`config.mk`:
```
export PLATFORM = sky130hd
export DESIGN_NAME = axi_stream_mux_arbiter_8
export DESIGN_NICKNAME = d
export VERILOG_FILES = /design/src/rtl/axi_stream_mux_arbiter_8.sv
export SDC_FILE = /design/constraint.sdc
export NUM_CORES = 1
export LEC_CHECK = 0
export CAP_MARGIN = 30
export CELL_PAD_IN_SITES_DETAIL_PLACEMENT = 0
export CELL_PAD_IN_SITES_GLOBAL_PLACEMENT = 1
export CORE_MARGIN = 4
export CORE_UTILIZATION = 43
export DETAILED_ROUTE_END_ITERATION = 16
export GPL_TIMING_DRIVEN = 0
export HOLD_SLACK_MARGIN = 0.06
export PLACE_DENSITY_LB_ADDON = 0.05
export SLEW_MARGIN = 10
export SYNTH_ARGS = -nofsm -noshare
export SYNTH_HDL_FRONTEND = slang
export SYNTH_SLANG_ARGS = --single-unit
```
`constraint.sdc`:
```
create_clock -name clock -period 3.6 [get_ports clock]
set_input_delay 0.72 -clock clock [delete_from_list [all_inputs] [get_ports clock]]
set_output_delay 0.72 -clock clock [all_outputs]
set_load 0.005 [all_outputs]
```
`src/rtl/axi_stream_mux_arbiter_8.sv`:
```
// axi_stream_mux_arbiter_8: packet-aware round-robin arbiter driving the select of an 8:1 registered AXI stream mux
module axi_stream_mux_arbiter_8 #(
    parameter int N_INPUTS     = 8,
    parameter int MAX_BURST    = 16,
    parameter int SWITCH_DELAY = 2,
    parameter int IDLE_TIMEOUT = 64
) (
    input  logic                clock,
    input  logic                reset,
    input  logic                enable,
    input  logic [N_INPUTS-1:0] request,
    input  logic                out_valid,
    input  logic                out_ready,
    input  logic                out_tlast,
    output logic [2:0]          address,
    output logic [N_INPUTS-1:0] grant,
    output logic                busy,
    output logic                forced_release
);
    localparam int BW = MAX_BURST > 0 ? $clog2(MAX_BURST + 1) : 1;
    localparam int IW = IDLE_TIMEOUT > 0 ? $clog2(IDLE_TIMEOUT + 1) : 1;
    localparam int SW = SWITCH_DELAY > 1 ? $clog2(SWITCH_DELAY) : 1;
    localparam logic [1:0] IDLE   = 2'd0;
    localparam logic [1:0] SWITCH = 2'd1;
    localparam logic [1:0] ACTIVE = 2'd2;

    logic [1:0]    state;
    logic [2:0]    last_grant;
    logic [2:0]    winner;
    logic [BW-1:0] beat_cnt;
    logic [IW-1:0] idle_cnt;
    logic [SW-1:0] settle_cnt;
    logic          beat;
    logic          rel_last;
    logic          rel_burst;
    logic          rel_idle;
    logic          release_now;

    assign busy        = state != IDLE;
    assign beat        = state == ACTIVE && out_valid && out_ready;
    assign rel_last    = beat && out_tlast;
    assign rel_burst   = MAX_BURST != 0 && beat && beat_cnt == BW'(MAX_BURST - 1);
    assign rel_idle    = IDLE_TIMEOUT != 0 && state == ACTIVE && !beat && idle_cnt == IW'(IDLE_TIMEOUT - 1);
    assign release_now = rel_last || rel_burst || rel_idle;

    // search starts just past the previous winner, so the last winner comes last
    always_comb begin
        logic       found;
        logic [2:0] idx;
        winner = last_grant;
        found  = 1'b0;
        for (int i = 0; i < N_INPUTS; i++) begin
            idx = last_grant + 3'(i) + 3'd1;
            if (!found && request[idx]) begin
                winner = idx;
                found  = 1'b1;
            end
        end
    end

    always_ff @(posedge clock) begin
        if (!reset) begin
            state          <= IDLE;
            address        <= '0;
            grant          <= '0;
            forced_release <= 1'b0;
            last_grant     <= 3'd7;
            beat_cnt       <= '0;
            idle_cnt       <= '0;
            settle_cnt     <= '0;
        end else begin
            forced_release <= 1'b0;
            if (state == IDLE) begin
                if (enable && |request) begin
                    state      <= SWITCH;
                    address    <= winner;
                    grant      <= N_INPUTS'(1) << winner;
                    last_grant <= winner;
                    settle_cnt <= SW'(SWITCH_DELAY - 1);
                end
            end else if (state == SWITCH) begin
                if (settle_cnt == '0) begin
                    state    <= ACTIVE;
                    beat_cnt <= '0;
                    idle_cnt <= '0;
                end else begin
                    settle_cnt <= settle_cnt - SW'(1);
                end
            end else if (state == ACTIVE) begin
                if (release_now) begin
                    state          <= IDLE;
                    grant          <= '0;
                    forced_release <= !rel_last;
                end else if (beat) begin
                    beat_cnt <= beat_cnt + BW'(1);
                    idle_cnt <= '0;
                end else if (!(&idle_cnt)) begin
                    idle_cnt <= idle_cnt + IW'(1);
                end
            end else begin
                state <= IDLE;
            end
        end
    end
endmodule
```
==> results.sh <==
export IMPL_worstPathArrival_ns=3.63
export IMPL_setup_tns_ns=0
export IMPL_coreArea_um2=5270
export IMPL_final_cells=382
export IMPL_cts_buffers=5
export IMPL_dp_hpwl_um=4410
export IMPL_internal_power_mw=1.54
export IMPL_synth_area_leader_cell="dfxtp_1"
export IMPL_yosys_warnings=0
export IMPL_htree_num_levels=2
export IMPL_yosys_top_cells_area="dfxtp_1 25%, mux4_2 8.4%, nand2_1 6.2%, ha_1 5.2%, mux2i_1 5.0%"
export IMPL_cp_depth=14
export IMPL_start_kind="register"
export IMPL_drt_wl_total_um=5810
export IMPL_syn_instance_count=272
export IMPL_first_iter_violations=138
export IMPL_ff2ff_path_depth=14
export IMPL_max_stage_delay_ns=0.42
export IMPL_antenna_cells=0
export IMPL_antenna_found_initial=0
export IMPL_ant_nets=0
export IMPL_yosysTopAreaCellShare_pct=25.0
export IMPL_start_util_pct=45.7
export IMPL_critPathMaxFanout=10
export IMPL_timing_rr_start="last_grant[0]"
export IMPL_r2r_end="grant[0]"
export IMPL_die_h_um=82.8
export IMPL_syn_area_um2=2410
export IMPL_hold_buffers=0
export IMPL_dpl_cell_count=368
export IMPL_grt_max_degree=11
export IMPL_crit_chain="buf_6, clkinvlp_4, ha_1, buf_4, buf_4, mux4_2, nand2_1, o31ai_1, or3_1, a31oi_1, a221oi_2, buf_4, or2_1, o21ai_1"
export IMPL_p_sw_mw=1.11
export IMPL_max_freq_mhz=293
export IMPL_path_buf_inv=5
export IMPL_postSynth_asyncResetShare_pct=0
export IMPL_crit_family="buffers and inverters"
export IMPL_clkLatencyLatePin_ns=0.28
export IMPL_grt_pass1_wl_um=9870
export IMPL_grt_pass1_vias=1981
export IMPL_total_power_mw=2.65
export IMPL_pwr_share_comb_pct=67.7
export IMPL_rsz0062_at_grt="no"
export IMPL_endpoint="grant[0]"
export IMPL_finalSetupViolCount=0
export IMPL_report_final_slew_viol_count=0
export IMPL_status="finished clean"
export IMPL_die_w_um=82.8
export IMPL_switching_share_pct=41.8
export IMPL_synth_distinct_cells=59
export IMPL_detail_route_vias_per_cell=5.52
export IMPL_ys_ff_latch=30
export IMPL_drive_gt1_share_pct=15.4
export IMPL_numClockSinks=30
export IMPL_route_detailed_drc=0
export IMPL_cts_root_buf="clkbuf_8"
export IMPL_num_rows=26
export IMPL_grt_overflow_total=0
export IMPL_hold_class="reg2reg"
export IMPL_crit_start="last_grant[0]"
export IMPL_ys_seq_area_share_pct=25.0
export IMPL_critPathKind="reg2reg"
export IMPL_power_frac_seq_pct=16.2
export IMPL_worstPathRequired_ns=3.82
export IMPL_crit_slowest_cell="dfxtp_2"
export IMPL_timing_final_crit_share_pct=94.8
export IMPL_vias=2110
export IMPL_p_leak_nw=1.15
export IMPL_avgSynthCellArea_um2=8.85
export IMPL_fin_nets=335
export IMPL_syn_to_final_growth_pct=22.6
export IMPL_ioPinCount=27
export IMPL_synth_edff_count=0
export IMPL_crit_top_cell="buf_4"
export IMPL_r2r_setup_slack_ns=0.19
export IMPL_io_buffers=26
export IMPL_powerDensity_nw_per_um2=898
export IMPL_clockPowerShare_pct=16.1
export IMPL_drt_wirelength_per_cell_um=15.2
export IMPL_tritoncts="yes"
export IMPL_finalClockSkew_ns=0.00659
export IMPL_ctsLongestPathBuffers=2
export IMPL_end_kind="register"
export IMPL_hold_violations=0
export IMPL_dr_pass1_iters=4
export IMPL_synth_fp_nets=296
export IMPL_worst_slew_pin_slew_ns=0.911
export IMPL_vdd_ir_drop_worst_mv=0.501
export IMPL_gp_congestion=0.841
export IMPL_period_needed_ns=3.41
export IMPL_slew_headroom_pct=38.7
export IMPL_hold_start="grant[3]"
export IMPL_synth_top_flop_cell="dfxtp_1"
export IMPL_track_usage_pct=17.1
export IMPL_cap_violations=0
export IMPL_clk_pin_slew_ns=0.07
export IMPL_dieArea_um2=6860
## power groups by stage
stage	Clock [mW]	Sequential, mW	Combinational (mW)
2_1_floorplan	0	0.429	1.31
3_3_place_gp	0	0.434	1.68
3_5_place_dp	0	0.435	1.68
4_1_cts	0.435	0.428	1.69
5_1_grt	0.454	0.436	1.94
6_report	0.427	0.428	1.79
## state kept, by name, indices dropped and copies added (netlist names)
name,flops
grant,8
idle_cnt,7
beat_cnt,5
address,3
last_grant,3
state,2
forced_release,1
settle_cnt,1
## worst min-delay path by stage
stage / end / depth (start not counted)
after floorplan: grant[0] / 2
after global placement: grant[3] / 2
after detailed placement: grant[3] / 2
after CTS: grant[3] / 2
after global routing: grant[0] / 2
final: grant[3] / 2
## cell usage after synthesis (3+ instances only)
master and count:
nand3_1 5, mux4_2 9, dfxtp_1 30, and3_1 7
xnor2_1 3, mux2i_1 12, and2_1 9, mux4_1 3
nor2b_1 8, a21oi_1 7, buf_6 3, nand2_1 40
a31oi_1 4, ha_1 10, o21ai_0 11, o211ai_1 3
a21boi_0 8, o21ai_1 12, xor2_1 6, nor2_1 17
buf_2 3, inv_1 12, nand4_1 3
## cells in the final DEF (no fill, tap or decap), types with 3 or more instances in the layout
cell type	n
a21oi_1	7
and3_1	7
nand2_1	40
mux2i_1	12
o21ai_1	12
clkdlybuf4s50_1	26
nand4_1	3
clkbuf_8	6
buf_6	3
nand3_1	5
and2_1	9
o21ai_0	11
a21boi_0	8
ha_1	10
mux4_2	11
nor2b_1	8
a31oi_1	4
xnor2_1	3
nor2_1	17
buf_4	9
inv_1	11
dfxtp_1	29
xor2_1	6
o211ai_1	3
## worst reg2reg max path: cells and delay by family, from the launching register on
family / cells / cell delay (ns)
flops: 1 / 0.42
fa+ha+maj: 1 / 0.30
buf+inv: 5 / 0.92
mux: 1 / 0.35
compound gates: 4 / 0.61
simple gates: 3 / 0.76
## area by class of cell
| cell class | instances | area, um^2 |
|---|---|---|
| Multi-Input combinational cell | 220 | 1690 |
| Inverter | 12 | 48.8 |
| Sequential cell | 30 | 602 |
| Tap cell | 70 | 87.6 |
| Timing Repair Buffer | 32 | 305 |
| Buffer | 10 | 76.3 |
| Fill cell | 508 | 2320 |
| Clock inverter | 2 | 60.1 |
| Clock buffer | 6 | 82.6 |
## repair_timing
| action | 4_1_cts | 5_1_grt |
|---|---|---|
| endpoints found under the setup margin | 0 | 13 |
| resized for setup | 0 | 8 |
| setup buffers | 0 | 6 |
## through the flow
| stage | util [%] | worst slack [ns] | hold WS [ns] | area (um^2) |
|---|---|---|---|---|
| 2_1_floorplan | - | 0.558 | 0.442 | 2410 |
| 3_3_place_gp | 52.3 | 0.0329 | 0.433 | 2750 |
| 3_5_place_dp | 52.3 | 0.0233 | 0.438 | 2750 |
| 4_1_cts | 55.0 | 0.0219 | 0.448 | 2900 |
| 5_1_grt | 56.0 | 0.0172 | 0.478 | 2950 |
| 6_report | 56.0 | 0.188 | 0.443 | 2950 |
## per-layer routing
metal  wire (um)  vias to the layer above  GRT usage [%]  part of all wire (%)
li1            -                     1065              -                     -
met1        3040                      997           25.9                    52
met2        2510                       44           24.7                    43
met3         227                        4           3.56                   3.9
met4          27                        0           3.57                  0.46
met5           0                        -              0                     0
## logic make-up (layout without fill, tap and decap cells)
logic type	count (synthesis)	count (layout)	share of synthesized area (%)
flip-flops	30	30	25.0
XOR/XNOR	11	11	4.89
AND/OR/NAND/NOR	104	104	21.8
adder cells (fa/ha/maj)	10	10	5.20
buffers and inverters	22	62	4.84
multiplexers	27	27	19.0
AO/OA/AOI/OAI	68	68	19.2
Note: power is estimated with default switching activity, not from simulation.
